<file path="src/rtl/pipe_ctrl_pkg.sv">
// Shared definitions for the ID-stage pipeline control: opcodes, ALUOp codes,
// FSM state encoding and the registered control bundle.
package pipe_ctrl_pkg;
  localparam logic [6:0] OP_LOAD   = 7'b0000011;
  localparam logic [6:0] OP_STORE  = 7'b0100011;
  localparam logic [6:0] OP_BRANCH = 7'b1100011;
  localparam logic [6:0] OP_RTYPE  = 7'b0110011;
  localparam logic [6:0] OP_IALU   = 7'b0010011;
  localparam logic [6:0] OP_JAL    = 7'b1101111;
  localparam logic [6:0] OP_JALR   = 7'b1100111;
  localparam logic [6:0] F7_MULDIV = 7'b0000001;

  localparam int AOP_W = 2;
  localparam logic [AOP_W-1:0] ALUOP_MEM = 2'b00;
  localparam logic [AOP_W-1:0] ALUOP_BR  = 2'b01;
  localparam logic [AOP_W-1:0] ALUOP_R   = 2'b10;
  localparam logic [AOP_W-1:0] ALUOP_I   = 2'b11;

  typedef enum logic [1:0] {RUN, STALL_LU, FLUSH, MULDIV} state_t;

  typedef struct packed {
    logic             branch;
    logic             jump;
    logic             alusrc;
    logic             regwrite;
    logic             memread;
    logic             memwrite;
    logic             memtoreg;
    logic             muldiv;
    logic [AOP_W-1:0] aluop;
  } ctrl_t;
endpackage

</file>
<file path="src/rtl/ctrl_decode.sv">
// Combinational opcode decoder: control bundle plus rs1/rs2-used flags.
// M-extension recognition is compiled in with DECODER_MULDIV_EN.
module ctrl_decode
  import pipe_ctrl_pkg::*;
(
  input  logic [6:0] i_opcode,
  input  logic [6:0] i_funct7,
  output ctrl_t      o_ctrl,
  output logic       o_rs1_used,
  output logic       o_rs2_used
);
  always_comb begin
    o_ctrl     = '0;
    o_rs1_used = 1'b0;
    o_rs2_used = 1'b0;
    case (i_opcode)
      OP_LOAD: begin
        o_ctrl.alusrc = 1'b1; o_ctrl.regwrite = 1'b1;
        o_ctrl.memread = 1'b1; o_ctrl.memtoreg = 1'b1;
        o_ctrl.aluop = ALUOP_MEM; o_rs1_used = 1'b1;
      end
      OP_STORE: begin
        o_ctrl.alusrc = 1'b1; o_ctrl.memwrite = 1'b1; o_ctrl.aluop = ALUOP_MEM;
        o_rs1_used = 1'b1; o_rs2_used = 1'b1;
      end
      OP_BRANCH: begin
        o_ctrl.branch = 1'b1; o_ctrl.aluop = ALUOP_BR;
        o_rs1_used = 1'b1; o_rs2_used = 1'b1;
      end
      OP_RTYPE: begin
        o_ctrl.regwrite = 1'b1; o_ctrl.aluop = ALUOP_R;
        o_rs1_used = 1'b1; o_rs2_used = 1'b1;
`ifdef DECODER_MULDIV_EN
        o_ctrl.muldiv = (i_funct7 == F7_MULDIV);
`endif
      end
      OP_IALU: begin
        o_ctrl.alusrc = 1'b1; o_ctrl.regwrite = 1'b1; o_ctrl.aluop = ALUOP_I;
        o_rs1_used = 1'b1;
      end
      OP_JAL: begin
        o_ctrl.jump = 1'b1; o_ctrl.regwrite = 1'b1;
      end
      OP_JALR: begin
        o_ctrl.jump = 1'b1; o_ctrl.regwrite = 1'b1; o_ctrl.alusrc = 1'b1;
        o_rs1_used = 1'b1;
      end
      default: ;
    endcase
  end

`ifndef DECODER_MULDIV_EN
  logic w_unused_f7;
  assign w_unused_f7 = ^i_funct7;
`endif
endmodule

</file>
<file path="src/rtl/id_ex_ctrl_unit.sv">
// ID-stage control: decode into ID/EX, load-use stall, taken-branch/jump flush.
// Optional DECODER_MULDIV_EN holds a multi-cycle M-extension op in EX.
module id_ex_ctrl_unit
  import pipe_ctrl_pkg::*;
#(
  parameter int INSTR_W      = 32,
  parameter int REG_AW       = 5,
  parameter int ALUOP_W      = 2,
  parameter int FLUSH_CYCLES = 1,
  parameter int MULDIV_LAT   = 4
) (
  input  logic               clk_i,
  input  logic               rst_i,
  input  logic [INSTR_W-1:0] instr_i,
  input  logic               instr_valid_i,
  input  logic               branch_taken_i,
  output logic               stall_o,
  output logic               flush_o,
  output logic               ex_valid_o,
  output logic               ex_branch_o,
  output logic               ex_jump_o,
  output logic               ex_alusrc_o,
  output logic               ex_regwrite_o,
  output logic               ex_memread_o,
  output logic               ex_memwrite_o,
  output logic               ex_memtoreg_o,
  output logic [ALUOP_W-1:0] ex_aluop_o,
  output logic [REG_AW-1:0]  ex_rd_o,
  output logic               ex_muldiv_o
);
  localparam int CNT_MAX = (FLUSH_CYCLES > MULDIV_LAT) ? FLUSH_CYCLES : MULDIV_LAT;
  localparam int CNT_W   = $clog2(CNT_MAX + 1);

  ctrl_t             w_dec, r_ctrl;
  logic              w_rs1_used, w_rs2_used;
  logic              r_valid;
  logic [REG_AW-1:0] r_rd, w_rs1, w_rs2, w_rd;
  state_t            r_state, w_state_nxt;
  logic [CNT_W-1:0]  r_cnt, w_cnt_nxt;
  logic              w_hazard, w_flush_evt, w_hold;

  ctrl_decode u_dec (
    .i_opcode   (instr_i[6:0]),
    .i_funct7   (instr_i[31:25]),
    .o_ctrl     (w_dec),
    .o_rs1_used (w_rs1_used),
    .o_rs2_used (w_rs2_used)
  );

  assign w_rd  = instr_i[7  +: REG_AW];
  assign w_rs1 = instr_i[15 +: REG_AW];
  assign w_rs2 = instr_i[20 +: REG_AW];

  assign w_hazard = r_valid && r_ctrl.memread && (r_rd != '0) &&
                    ((w_rs1_used && (w_rs1 == r_rd)) || (w_rs2_used && (w_rs2 == r_rd)));
  assign w_flush_evt = (r_ctrl.branch && branch_taken_i) || r_ctrl.jump;

  always_comb begin
    w_state_nxt = r_state;
    w_cnt_nxt   = r_cnt;
    stall_o     = 1'b0;
    flush_o     = 1'b0;
    w_hold      = 1'b0;
    case (r_state)
      FLUSH: begin
        flush_o = 1'b1;
        if (r_cnt != '0) w_cnt_nxt = r_cnt - 1'b1;
        if (r_cnt <= 1)  w_state_nxt = RUN;
      end
`ifdef DECODER_MULDIV_EN
      MULDIV: begin
        // EX keeps the M-op; any flush waits until the op has left EX
        stall_o = 1'b1;
        w_hold  = 1'b1;
        if (r_cnt != '0) w_cnt_nxt = r_cnt - 1'b1;
        if (r_cnt <= 1)  w_state_nxt = RUN;
      end
`endif
      default: begin
        // STALL_LU runs the same checks: EX holds a bubble, so nothing fires
        w_state_nxt = RUN;
        if (w_flush_evt) begin
          flush_o = 1'b1;
          if (FLUSH_CYCLES > 1) begin
            w_state_nxt = FLUSH;
            w_cnt_nxt   = CNT_W'(FLUSH_CYCLES - 1);
          end
        end else if (w_hazard) begin
          stall_o     = 1'b1;
          w_state_nxt = STALL_LU;
        end
`ifdef DECODER_MULDIV_EN
        else if (instr_valid_i && w_dec.muldiv && (MULDIV_LAT > 1)) begin
          w_state_nxt = MULDIV;
          w_cnt_nxt   = CNT_W'(MULDIV_LAT - 1);
        end
`endif
      end
    endcase
  end

  always_ff @(posedge clk_i or posedge rst_i) begin
    if (rst_i) begin
      r_state <= RUN;
      r_cnt   <= '0;
      r_valid <= 1'b0;
      r_ctrl  <= '0;
      r_rd    <= '0;
    end else begin
      r_state <= w_state_nxt;
      r_cnt   <= w_cnt_nxt;
      if (!w_hold) begin
        if (!instr_valid_i || stall_o || flush_o) begin
          r_valid <= 1'b0;
          r_ctrl  <= '0;
          r_rd    <= '0;
        end else begin
          r_valid <= 1'b1;
          r_ctrl  <= w_dec;
          r_rd    <= w_rd;
        end
      end
    end
  end

  assign ex_valid_o    = r_valid;
  assign ex_branch_o   = r_ctrl.branch;
  assign ex_jump_o     = r_ctrl.jump;
  assign ex_alusrc_o   = r_ctrl.alusrc;
  assign ex_regwrite_o = r_ctrl.regwrite;
  assign ex_memread_o  = r_ctrl.memread;
  assign ex_memwrite_o = r_ctrl.memwrite;
  assign ex_memtoreg_o = r_ctrl.memtoreg;
  assign ex_aluop_o    = ALUOP_W'(r_ctrl.aluop);
  assign ex_rd_o       = r_rd;
  assign ex_muldiv_o   = r_ctrl.muldiv;

  logic w_unused;
  assign w_unused = ^instr_i;
endmodule

</file>
<file path="config.mk">
export PLATFORM = sky130hd
export DESIGN_NAME = id_ex_ctrl_unit
export DESIGN_NICKNAME = d
export VERILOG_FILES = /design/src/rtl/pipe_ctrl_pkg.sv /design/src/rtl/ctrl_decode.sv /design/src/rtl/id_ex_ctrl_unit.sv
export SDC_FILE = /design/constraint.sdc
export NUM_CORES = 1
export LEC_CHECK = 0
export ABC_CLOCK_PERIOD_IN_PS = 1900
export BUFFER_PORTS_ARGS = -buffer_cell sky130_fd_sc_hd__buf_4
export CAP_MARGIN = 5
export CORE_ASPECT_RATIO = 0.9
export CORE_MARGIN = 2
export CORE_UTILIZATION = 42
export CTS_CLUSTER_DIAMETER = 200
export DETAILED_ROUTE_END_ITERATION = 8
export PLACE_DENSITY = 0.88
export SYNTH_ARGS = -nofsm -noshare
export SYNTH_HDL_FRONTEND = slang
export SYNTH_SLANG_ARGS = --single-unit
</file>
<file path="constraint.sdc">
create_clock -name clk_i -period 1.9 [get_ports clk_i]
set_input_delay 0.19 -clock clk_i [delete_from_list [all_inputs] [get_ports clk_i]]
set_output_delay 0.19 -clock clk_i [all_outputs]
set_load 0.01 [all_outputs]
</file>
---- Yosys cells after proc, flatten, opt, wreduce, memory -nomap -nowiden ----
Cells that the tools add are included.
word-level totals
  register bits ........................... 21
  bits of input ports ..................... 36
  output and inout port bits .............. 18
operators by class
  add/sub/neg operators ................... 1
  magnitude comparators ................... 1
  equality and inequality tests ........... 11
  mux-type cells .......................... 21
  reduce and logical (&&, ||, !) cells .... 19
operator list
  operator                                             count
  equality test 7 bit, second input constant           3
  two-way mux 1 bit                                    16
  equality test 7 x 6 -> 1 bit, second input constant  2
  equality test 5 bit                                  2
  two-way mux 10 bit                                   1
  equality test 7 x 2 -> 1 bit, second input constant  1
  equality test 7 x 5 -> 1 bit, second input constant  1
  logical AND 1 bit                                    6
  one-hot mux 2 bit (3 select lines)                   1
  OR reduction 6 bit                                   1
  two-way mux 5 bit                                    1
  nonzero test 5 bit                                   1
  OR reduction 5 bit                                   1
  logical OR 1 bit                                     4
  two-way mux 2 bit                                    2
  OR reduction 4 bit                                   1
  <= comparator 3 x 1 -> 1 bit, second input constant  1
  nonzero test 3 bit                                   1
  OR reduction 3 bit                                   1
  subtractor 3 x 1 -> 3 bit, second input constant     1
  equality test 2 bit, second input constant           1
  inequality test 2 bit, second input constant         1
  AND reduction 2 bit                                  1
  OR reduction 2 bit                                   1
  logical NOT 1 bit                                    1

---- Longest topological paths before layout ----
Gate-level depths: netlist of run 1.
  word-level depth ........................ 12
  mapped depth ............................ 5
  gate-level depth less buffers ........... 4

---- By module ----
From an unflattened synthesis of run 1, not the netlist that was laid out.
unflattened totals
  cells, all modules ...................... 101
  area total of the unflattened synthesis .. 978.4 µm²
by module, submodules not included
  module           instances  cells each  area an instance (µm²)  sequential area each (µm²)
  id_ex_ctrl_unit  1          76          833.3                   400.4
  ctrl_decode      1          25          145.1                   0.0

---- Worst setup path after synthesis of run 1 ----
Ideal clock, no wire load.
  kind .................................... reg2reg
  from .................................... register r_rd[1], in the netlist ex_rd_o[1]
  to ...................................... register r_ctrl (netlist bit ex_jump_o)
  setup time .............................. 107 ps
  data arrival time ....................... 1598 ps
  path slack .............................. 195 ps
  stages on the path, launching flop included .. 5
  clock period less this slack ............ 1705 ps
  path through ............................ dfrtp_1 > or4_4 > o2111ai_2 > a21oi_4 > a2111oi_4
on the way
  cells in the longest elaborated chain, start to end .. 10
ends and longest elaborated chain
  item                                line                    RTL
  from (decl)                         id_ex_ctrl_unit.sv:37   logic [REG_AW-1:0] r_rd, w_rs1, w_rs2, w_rd;
  from (signal assigned)              id_ex_ctrl_unit.sv:120  r_rd <= w_rd;
  equality test 5 bit                 id_ex_ctrl_unit.sv:55   ((w_rs1_used && (w_rs1 == r_rd)) || (w_rs2_used && (w_rs2 == r_rd)));
  logical AND 1 bit                   id_ex_ctrl_unit.sv:55
  logical OR 1 bit                    id_ex_ctrl_unit.sv:55
  logical AND 1 bit (*)               id_ex_ctrl_unit.sv:54   assign w_hazard = r_valid && r_ctrl.memread && (r_rd != '0) &&
  two-way mux 1 bit (*)               id_ex_ctrl_unit.sv:88   end else if (w_hazard) begin
  two-way mux 1 bit (*)               id_ex_ctrl_unit.sv:82   if (w_flush_evt) begin
  two-way mux 1 bit (*)               id_ex_ctrl_unit.sv:64   case (r_state)
  logical OR 1 bit (*) (2 in series)  id_ex_ctrl_unit.sv:113  if (!instr_valid_i || stall_o || flush_o) begin
  two-way mux 10 bit (*)              id_ex_ctrl_unit.sv:113
  to (signal assigned)                id_ex_ctrl_unit.sv:119  r_ctrl <= w_dec;
  to (decl)                           id_ex_ctrl_unit.sv:34   ctrl_t w_dec, r_ctrl;
Mark *: on every way between the ends. The rest lies on a longest branch, timed or not.
A chain may end at the register's enable or synchronous reset.

---- Final worst setup path of run 1 ----
  from .................................... register r_rd[3], in the netlist ex_rd_o[3]
  to ...................................... output port stall_o
on the way
  cells in the longest elaborated chain, start to end .. 7
ends and longest elaborated chain
  item                   line                   RTL
  equality test 5 bit    id_ex_ctrl_unit.sv:55
  logical AND 1 bit      id_ex_ctrl_unit.sv:55
  logical OR 1 bit       id_ex_ctrl_unit.sv:55
  logical AND 1 bit (*)  id_ex_ctrl_unit.sv:54
  two-way mux 1 bit (*)  id_ex_ctrl_unit.sv:88
  two-way mux 1 bit (*)  id_ex_ctrl_unit.sv:82
  two-way mux 1 bit (*)  id_ex_ctrl_unit.sv:64
  to (decl)              id_ex_ctrl_unit.sv:17  output logic stall_o,
Marked as above.

==> run summary, run 1 <==
STA classifies the critical path startpoint as a flip-flop. Each instance of the synthesized netlist takes up on average 10.7 µm². Clock latency on the worst-skew pair, taken at its later pin, is 0.28 ns.

CTS placed an instance of clkbuf_4 at the clock tree root. The detail route stage leaves a number of antenna-violating nets equal to 0. Setup repair after global routing could not meet its margin everywhere. Leaving out fill and tap cells, the most frequent cell in the layout is buf_4. Number of global-route vias before repair: 785. The count of fill cells added during filler insertion is 163, and the core utilization of the finished layout is 67.9%.

The tools report the setup violation total in the final timing report as 1. The net switching fraction of the power was 25.5%. After detailed routing, the number of vias per cell comes to 5.25. The endpoint of the worst register-to-register path is ex_rd_o[0]. Input and output buffers added on the ports amount to 42. The average wire length per cell after detail routing was 14.4 µm; the maximum level of the CTS H-tree was 1. The final standard cell area without fillers was 1330 µm². The initialized floorplan defines 15 standard-cell rows. The transition time at the pin with the least slew margin is 0.533 ns, and the first-pass iteration count of the detailed router is 4. The worst max-slew margin expressed relative to the limit was 64.4%.

The tool flagged a number of max-cap violations equal to 0. The area growth from synthesis to layout is 50.4%. In this run the static leakage power is 0.618 nW. Summed over all layers, the global routing overflow is 0. The final worst clock skew was 0.00810 ns.

The library cells used most frequently in the layout, excluding fill and tap cells, are buf_4, dfrtp_1, a21oi_1. The worst hold path terminates at ex_rd_o[2]. The tools report the start point of the worst hold path as instr_i[9]. The startpoint identified for the worst register-to-register timing path is ex_rd_o[3]. The mapped netlist covers 881 µm².

The clock edge transition at the registers on the reported setup and hold paths came out at 0.08 ns. The critical path in this run is classified as reg -> out. Wires add up to 2.27 mm. For this configuration, the core starts out at a cell density of 45.1%. For the worst setup path, the data arrival time is 1.74 ns. Final-report max-slew violation count: 0.

The worst slack after detailed placement is 0.0425 ns, and the register bit count reported by yosys is 14. For the data required time at the worst endpoint, the log shows 1.71 ns. Per report_power, the combinational group accounts for 22.5% of the total. During I/O placement, the number of pins put on the boundary was 54.

The setup slack after layout is -0.0280 ns, and the die boundary width is 52.3 µm. Routability-driven placement finished with a final weighted congestion of 0.824. The smallest hold slack came out at 0.160 ns. Worst min-delay path category: in -> reg.

The post-route minimum period is 1.93 ns. The die is 47.4 µm tall. The run gives -0.0280 ns as the total negative setup slack. Clock tree synthesis found a total of 14 sinks. TritonCTS created 3 clock buffers.

Along the worst path, the maximum fanout reaches 2. The post-route fraction of the period consumed by the critical path came out at 101%. After synthesis, flip-flops and latches occupy 39.8% of the total area. The internal power of the cells totals 0.505 mW. In the final design database the tool counted 170 nets. The power density normalized to cell area works out to 512 nW/µm². Derived from the worst setup path, the maximum achievable clock frequency is 0.519 GHz. The logs give 829 for the total vias in the final route and 20.2% for the global-route usage over all layers. The count of different cell masters after synthesis came out at 28. Entering global routing, the biggest net connects 15 pins. In this run the cell area measured after placement is 1230 µm². Across the VDD grid, the largest voltage drop is 392 µV. The worst hold path was traced through 3 stages.

The fraction of power consumed by sequential logic was 46.1%. Number of cells on the worst reg-to-reg path: 6. For the area enclosed by the die boundary, the log shows 2480 µm². The checks that failed: setup timing. The initial antenna violation count was 0; the fraction of final layout cells sized beyond drive strength 1 was 49.6%. For flop-to-flop paths, the worst setup slack is 0.09 ns.

The switching power total came out at 0.173 mW. The logs give 0 for the Yosys warning count and 2 for the maximum buffer depth of the clock tree. TritonCTS built the clock tree. In the synthesized netlist, the number of instances is 82.

Counting every net in the synthesized netlist gives 118. Endpoint type of the worst setup path: an output port. The HPWL after detailed placement is 1.78 mm. For this run, design rule violations remaining after detail routing come to 0. The final count of hold timing violations came out at 0.

The clock network accounts for 31.4% of the total power. The number of antenna diodes in the final layout is 0. The first global-routing pass estimated 3.51 mm of wire.

The floorplan step defined a core boundary enclosing 1950 µm². The run finished, with violations left. The DRC marker count from the first detailed-route iteration was 10.
-- sequential cells by signal (all words and copies together) (netlist names) --
register / cells
ex_rd_o: 5
ex_aluop_o: 2
ex_alusrc_o: 1
ex_branch_o: 1
ex_jump_o: 1
ex_memread_o: 1
ex_memwrite_o: 1
ex_regwrite_o: 1
ex_valid_o: 1
-- power groups by stage --
stage | logic [mW] | registers, mW | clock network [mW]
floorplan | 0.0644 | 0.323 | 0
global placement | 0.142 | 0.318 | 0
detailed placement | 0.146 | 0.318 | 0
CTS | 0.153 | 0.312 | 0.211
global route | 0.165 | 0.313 | 0.228
finish | 0.153 | 0.312 | 0.213
-- cell usage after synthesis --
master	instances	area share (%)
a2111oi_4	2	6.2
a211oi_1	1	0.85
a21boi_0	2	1.7
a21o_1	1	0.85
a21oi_1	11	6.2
a21oi_2	1	0.99
a21oi_4	1	1.8
a221oi_1	1	0.99
and2_2	1	0.85
buf_4	3	2.6
buf_6	1	1.3
clkbuf_1	1	0.43
conb_1	1	0.43
dfrtp_1	14	40
inv_1	3	1.3
nand2_1	4	1.7
nand2b_1	1	0.71
nand3_1	7	4.0
nand3b_4	1	2.3
nand4_1	3	2.1
nand4bb_4	1	3.1
nor2_1	4	1.7
o2111ai_2	1	1.7
o22ai_4	1	2.3
or3_1	4	2.8
or4_4	1	1.3
xnor2_1	8	8.0
xor2_1	2	2.0
-- critical path, stage by stage (launching register included) --
cell and delay, ns:
dfrtp_1 0.38, or4_4 0.54, o2111ai_4 0.22, a21oi_4 0.06, and2_4 0.16, buf_6 0.11
-- area by class of cell --
type	count	area [µm²]	share of cell area (%)
Timing Repair Buffer	52	397	29.9
Clock buffer	4	36.3	2.74
Inverter	3	11.3	0.850
Multi-Input combinational cell	60	499	37.7
Sequential cell	14	350	26.4
Tap cell	25	31.3	2.36
-- metal layers --
layer / global-route usage (%) / wire [µm] / up-vias
met3: 5.00 / 131 / 2
met4: 5.64 / 14 / 0
met5: 0 / 0 / -
met2: 35.4 / 1220 / 30
met1: 25.3 / 905 / 403
li1: - / - / 394
-- stage by stage --
stage	cells	total power, mW
after floorplan	82	0.388
after global placement	150	0.460
after detailed placement	150	0.464
after CTS	158	0.677
after global routing	158	0.707
final	158	0.678
-- kinds of logic after synthesis --
family / count (synthesis) / synth area share, %
xor+xnor: 10 / 9.94
flops: 14 / 39.8
buf+inv: 8 / 5.54
compound gates: 22 / 23.7
other cells: 1 / 0.426
simple gates: 27 / 20.6
-- worst max path at each step --
stage                    start            end  cells after the start
floorplan           ex_rd_o[1]      ex_jump_o                      4
global placement    ex_rd_o[2]  ex_regwrite_o                      5
detailed placement  ex_rd_o[2]  ex_regwrite_o                      5
CTS                 ex_rd_o[1]        stall_o                      5
global route        ex_rd_o[3]        stall_o                      5
finish              ex_rd_o[3]        stall_o                      5
-- repair_timing --
action | CTS | global route
hold buffers | 1 | 0
resized for setup | 4 | 0
pin swaps | 3 | 3
endpoints found under the hold margin | 14 | 0
setup endpoints to repair | 1 | 2
setup buffers | 3 | 0
(Power assumes the default switching activity.)
==> run 2, diff against run 1 <==
--- a/config.mk
+++ b/config.mk
@@ -14,6 +14,7 @@
 export CTS_CLUSTER_DIAMETER = 200
 export DETAILED_ROUTE_END_ITERATION = 8
 export PLACE_DENSITY = 0.88
+export SETUP_SLACK_MARGIN = 0.5
 export SYNTH_ARGS = -nofsm -noshare
 export SYNTH_HDL_FRONTEND = slang
 export SYNTH_SLANG_ARGS = --single-unit
==> run 2 against run 1 <==
The flow still finishes with violations (setup timing). Critical path depth increased by 1. Largest cell class unchanged. Sequential share of layout area decreased by 2.7 points. Total power increased by 3.6%. Largest power group unchanged. Highest routed layer unchanged. Die area unchanged. Critical endpoint unchanged. Design area increased by 12%. Worst hold slack got worse by 0.0044 ns. Setup slack got worse by 0.060 ns. Flip-flop and latch count unchanged. Count of clock-buffer cells in the layout unchanged. Clock power increased by 2%. Routed wire length increased by 15%.
==> run summary, run 2 (synthesized netlist as in run 1, its figures left out) <==
The tree built by TritonCTS fans out to 14 sinks. For the final-report max-slew violation count, the log shows 0. The run finished, with violations left. The path class of the tightest hold or removal check is in -> reg. The logs give 45.1% for the initial standard-cell utilization of the core and 1 for the setup violation total in the final timing report. The master cell of the clock root buffer was clkbuf_4.

The endpoint type of the worst setup path is an output port. The kind of cell with the highest combined delay along the critical path is simple AND/OR/NAND/NOR gates. The number of nets in the layout is 176. Number of cells on the worst reg-to-reg path: 9. Counting the buffers created by CTS gives 3. The wire length of the first global-routing pass is 3.74 mm. Leaving out fill and tap cells, the most frequent cells in the layout are buf_4, dfrtp_1, a21oi_2. The sort of element at the start of the critical path is a flip-flop. The worst-skew pair later-pin latency is 0.29 ns, and the largest net degree at the start of global routing is 15. For this run, the total global-route usage over all layers was measured as 20.9%. The final count of hold timing violations came out at 0. Clock skew on the completed layout was measured at 0.00678 ns.

Endpoint of the worst register-to-register path: ex_memwrite_o. Cell seen most often among critical-path stages: buf_6. The transition time at the pin with the least slew margin is 0.498 ns. The slowest stage of the critical path is the dfrtp_1 cell. The count of maximum capacitance violations is 0. The peak ir drop on the vdd network was 572 µV.

The logs give 2 for the maximum buffer depth of the clock tree and 1.80 ns for the data arrival time of the worst path. The setup slack after layout was -0.0882 ns; the total vias in the final route was 888. For this design the top-level I/O count stands at 54. The logs give 858 for the number of global-route vias before repair and 131 for the count of fill cells added during filler insertion.

Using the TritonRoute via totals, the vias-per-cell ratio works out to 5.41. The maximum level of the CTS H-tree came out at 1. For this run, the share of the core covered by cells in the final layout is 75.8%.

Measured along the y axis, the die boundary spans 47.4 µm. The analysis attributes to cell leakage a power of 0.656 nW. At the end of routability-driven placement, the weighted congestion stood at 0.822. In the final routed layout, each cell accounts on average for 15.9 µm. The cell count of the worst hold path is 3, and the area growth from synthesis to layout is 68.0%. TritonCTS built the clock tree.

Setup repair after global routing could not meet its margin everywhere. After legalization and detailed placement, the total HPWL measured 1.79 mm. In this run the register-to-register setup slack is 0.06 ns. The number of antenna diodes in the final layout is 0. The checks that failed: setup timing. Power spread over the standard cell area amounts to 475 nW/µm².

The critical path contains buffers and inverters numbering 2 combined. The register with the most flip-flops in the layout has 5 of them. The critical path's largest stage delay was 0.42 ns; the worst max-slew margin expressed relative to the limit was 66.7%. The die is 52.3 µm wide. Leaving out fill and tap cells, the most frequent cell in the layout is buf_4. For this run, design rule violations remaining after detail routing come to 0.

In this run the most critical hold path is launched from instr_i[7]. The initialized floorplan defines 15 standard-cell rows. The initial antenna violation count was 0. Buffers placed on the I/O ports in this run total 42.

The first detailed-routing pass ran for 4 iterations. The worst hold path terminates at ex_rd_o[0]. Walking the worst path, the cells encountered are buf_6, xor2_2, or3_4, o22ai_4, and2_4, buf_6. The die covers 2480 µm². Cells with a size suffix above 1 make up 61.9% of the layout. The type of the worst setup path is reg -> out.

Final hold analysis gives a worst-case slack of 0.156 ns. After detailed routing, the total wire length is 2.61 mm. Of the available clock period, the critical path in the final layout requires 105%. Overall overflow remaining after global route: 0. The detail route stage leaves a number of antenna-violating nets equal to 0. Data required time at the worst endpoint: 1.71 ns. The worst-path maximum fanout was 2; the core area was 1950 µm².

Based on the critical path, the design can be clocked at up to 0.503 GHz. The DRC marker count from the first detailed-route iteration came out at 25. After clock tree synthesis, the clock-pin slew on the worst setup and hold paths is 0.09 ns. The post-route minimum period came out at 1.99 ns. The worst register-to-register path begins at ex_rd_o[2].
-- run 2: timing repair --
item,in CTS,in global routing
setup buffers,9,1
gates resized for setup,16,2
hold endpoints to repair,14,0
setup endpoints to repair,16,16
pin swaps,6,0
hold buffers,1,0
-- run 2: layout make-up --
| cell class | instances | area [µm²] | share of cell area, % |
|---|---|---|---|
| well taps | 25 | 31.3 | 2.11 |
| repair buffers | 58 | 492 | 33.2 |
| multi-input cells | 60 | 558 | 37.7 |
| inverters | 3 | 11.3 | 0.761 |
| flip-flops and latches | 14 | 352 | 23.8 |
| clock buffers | 4 | 36.3 | 2.45 |
-- run 2: worst max-delay path by stage --
stage / slack, ns / cells after the start / startpoint / endpoint
after detailed placement: 0.12 / 5 / ex_rd_o[4] / stall_o
after floorplan: 0.22 / 4 / ex_rd_o[4] / ex_jump_o
final: -0.09 / 6 / ex_rd_o[2] / stall_o
after CTS: -0.06 / 6 / ex_rd_o[2] / stall_o
after global placement: 0.12 / 5 / ex_rd_o[4] / stall_o
after global routing: -0.14 / 6 / ex_rd_o[2] / stall_o
-- run 2: where the power goes --
| part | switching, mW | internal [mW] | total (mW) |
|---|---|---|---|
| clock | 0.101 | 0.117 | 0.218 |
| combinational | 0.0783 | 0.0921 | 0.170 |
| sequential | 0.00848 | 0.306 | 0.314 |
-- run 2: tightest hold or removal path: stages --
cell     delay (ns)
buf_4          0.11
nand3_1        0.08
a21oi_2        0.03
-- run 2: layer usage --
layer | vias to the layer above | track usage [%] | share of wire [%] | wire length [µm]
li1 | 408 | - | - | -
met2 | 58 | 37.7 | 51 | 1330
met3 | 7 | 2.19 | 8.0 | 208
met1 | 415 | 26.9 | 39 | 1010
met4 | 0 | 7.18 | 2.1 | 55
met5 | - | 0 | 0 | 0
-- run 2: metrics by stage --
step / worst slack [ns] / total power, mW / cell area (µm²) / TNS (ns) / instances
CTS: -0.0568 / 0.694 / 1470 / -0.0568 / 163
global placement: 0.123 / 0.463 / 1280 / 0 / 149
floorplan: 0.225 / 0.395 / 941 / 0 / 82
detailed placement: 0.119 / 0.469 / 1280 / 0 / 149
global route: -0.137 / 0.731 / 1480 / -0.167 / 164
finish: -0.0882 / 0.703 / 1480 / -0.0882 / 164
==> run 3, diff against run 2 <==
--- a/config.mk
+++ b/config.mk
@@ -5,16 +5,17 @@
 export SDC_FILE = /design/constraint.sdc
 export NUM_CORES = 1
 export LEC_CHECK = 0
-export ABC_CLOCK_PERIOD_IN_PS = 1900
+export ABC_CLOCK_PERIOD_IN_PS = 2560
 export BUFFER_PORTS_ARGS = -buffer_cell sky130_fd_sc_hd__buf_4
 export CAP_MARGIN = 5
 export CORE_ASPECT_RATIO = 0.9
 export CORE_MARGIN = 2
-export CORE_UTILIZATION = 42
+export CORE_UTILIZATION = 43
 export CTS_CLUSTER_DIAMETER = 200
 export DETAILED_ROUTE_END_ITERATION = 8
-export PLACE_DENSITY = 0.88
+export PLACE_DENSITY = 0.9
 export SETUP_SLACK_MARGIN = 0.5
+export SKIP_CTS_REPAIR_TIMING = 1
 export SYNTH_ARGS = -nofsm -noshare
 export SYNTH_HDL_FRONTEND = slang
 export SYNTH_SLANG_ARGS = --single-unit
==> constraint.sdc (replaced) <==
create_clock -name clk_i -period 2.56 [get_ports clk_i]
set_input_delay 0.256 -clock clk_i [delete_from_list [all_inputs] [get_ports clk_i]]
set_output_delay 0.256 -clock clk_i [all_outputs]
set_load 0.01 [all_outputs]
==> run 3 against run 2 <==
The run now ends clean. Via count shrank 6.0%. Clock power fell by 27%. Global-route usage decreased by 3.0 points. Routed wire length decreased by 15%. Cell count fell by 4.9%. Design area is 12% lower. Sequential power is 25% lower. Sequential share of layout area increased by 3.2 points.
==> run summary, run 3 (synthesized netlist as in run 1, its figures left out) <==
The run finished with clean final reports. Clock edge transition at the registers on the reported setup and hold paths: 0.09 ns. Once detail routing completed, the nets flagged for antenna violations numbered 0.

The buffering stage count on the worst path with inverters included was 1. After layout, the design draws a total of 0.503 mW. The run gives 15 as the cell row count. The tools report the routability congestion estimate as 0.781.

The first global-routing pass estimated 3.12 mm of wire. Including well taps, the total number of placed cells is 146. The logs give 696 for the number of global-route vias before repair and 1.82 ns for the data arrival time of the worst path. In this run, CTS created clock tree buffers numbering 3.

The tools report the largest net degree at the start of global routing as 16. The setup violation total in the final timing report is 0, and the port buffer count is 42. Broken down by cell family, the worst path's largest delay share belongs to simple AND/OR/NAND/NOR gates.

On the worst path, the slowest cell contributes a delay of 0.55 ns. Endpoint type of the worst setup path: an output port. The overall overflow remaining after global route was 0.

The area enclosed by the die boundary is 2430 µm². The first TritonRoute pass finished after 5 iterations. Once detailed placement completed, the half-perimeter wirelength came to 1.57 mm. The power density normalized to cell area was 384 nW/µm²; the average wire length per cell after detail routing was 14.2 µm. 54 I/O pins were placed. The library cells used most frequently in the layout, excluding fill and tap cells, are buf_4, dfrtp_1, a21oi_1.

TritonCTS built the clock tree. The detailed router placed 835 vias in this run. The smallest clock period supported by the final layout is computed as 2.08 ns.

The clock reaches the later pin of the worst-skew pair after 0.28 ns. Relative to the synthesized area, the layout overhead comes to 48.4%. Summing all multi-input logic gate instances after layout gives 500 µm².

Prior to clock tree synthesis, the placed netlist has a worst setup slack of 0.563 ns. Static timing analysis puts the maximum clock frequency at 0.481 GHz. The logs give 0 for the antenna diode instance count and 0 for the initial antenna violation count. The path class of the tightest hold or removal check is in -> async. The critical path goes through or4_4, o2111ai_4, a21oi_4, and2_4, buf_4. In this run the deepest clock path goes through 2 buffers. After layout, the worst setup slack is 0.482 ns. The run gives 353 µm² as the total area of sequential cells. The cell at the slowest stage of the critical path was or4_4. The final worst clock skew is 0.00122 ns. The master cell of the clock root buffer was clkbuf_4. Summing all placed instances gives a cell area of 1200 µm². In this run, the number of DRC markers left after iteration 0 of detailed routing was 12. In the global route stage, overall resource usage came out at 17.9%.

The total negative setup slack was 0 ns. Dividing the detail-routed via count by the number of cells gives 5.35. Of the available clock period, the critical path in the final layout requires 81.2%. At the pin with the least slew margin, the transition time is 0.532 ns. Number of design rule violations left after detail routing: 0. The sort of element at the start of the critical path is a flip-flop. The die is 51.7 µm wide. For this configuration, the core starts out at a cell density of 45.6%. The register with the most flip-flops in the layout has 5 of them.

Once layout is done, the placed cells without fillers occupy 1310 µm². The worst setup path is of the reg -> out kind. In this run the standard cell core region covers 1930 µm². For the worst setup path, the data required time is 2.30 ns. The final count of hold timing violations was 0. The number of nets in the layout is 168, and the TritonCTS sink count is 14. Headroom to the max-slew limit came out at 64.5%. The count of fill cells added during filler insertion came out at 138. Setup repair after global routing could not meet its margin everywhere. Across the run, the number of max-cap violations was 0.

The tools report the number of cells in the finished layout apart from fillers as 156. For the standby leakage power, the log shows 0.604 nW. The final routed wirelength across all metal layers was 2.21 mm; the final-report max-slew violation count was 0.

In this run the vertical extent of the chip is 46.9 µm. The worst-path maximum fanout works out to 4. Across the VDD grid, the largest voltage drop is 225 µV. The maximum level of the CTS H-tree was 1; the fraction of final layout cells sized beyond drive strength 1 was 51.1%.

Leaving out fill and tap cells, the most frequent cell in the layout is buf_4.
==> run 3: cell types whose count changed in the layout (fill, tap and decap cells not counted), sizes merged <==
cell / previous run / this run
buf: 57 / 50
dlygate4sd3: 1 / 0
==> run 3: final timing paths <==
| check | startpoint | endpoint | slack [ns] | depth (start not counted) |
|---|---|---|---|---|
| worst min register to register | ex_jump_o | ex_rd_o[2] | 0.74 | 4 |
| min in group clk_i | instr_i[9] | ex_rd_o[2] | 0.21 | 3 |
| worst max-delay path | ex_rd_o[2] | stall_o | 0.48 | 5 |
| max in group asynchronous | rst_i | ex_rd_o[1] | 2.17 | 2 |
| worst max register to register | ex_rd_o[2] | ex_alusrc_o | 0.61 | 6 |
| worst min-delay path | rst_i | ex_memwrite_o | 0.01 | 2 |
==> run 3: area by class of cell <==
type,instances,share of cell area (%)
inverters,3,0.861
repair buffers,50,28.7
clock buffers,4,2.78
multi-input cells,60,38.3
well taps,25,2.39
flip-flops and latches,14,27.0
==> run 3: per-layer routing <==
metal	global-route usage [%]	vias to the layer above	part of all wire (%)
met5	0	-	0
met4	7.89	0	1.1
met3	2.55	4	6.5
met2	33.1	36	52
met1	21.2	401	40
li1	-	394	-
==> run 3: per-stage QoR <==
step / utilization [%] / hold WS [ns]
final: 67.6 / 0.0114
after global routing: 67.6 / 0.0683
after CTS: 64.2 / 0.0331
after detailed placement: 62.3 / 0.339
after global placement: 62.3 / 0.324
after floorplan: - / 0.145
==> run 3: power breakdown <==
group          internal, mW  switching, mW
clock                0.0864         0.0732
combinational        0.0589         0.0505
sequential            0.227        0.00666
total                 0.372          0.130
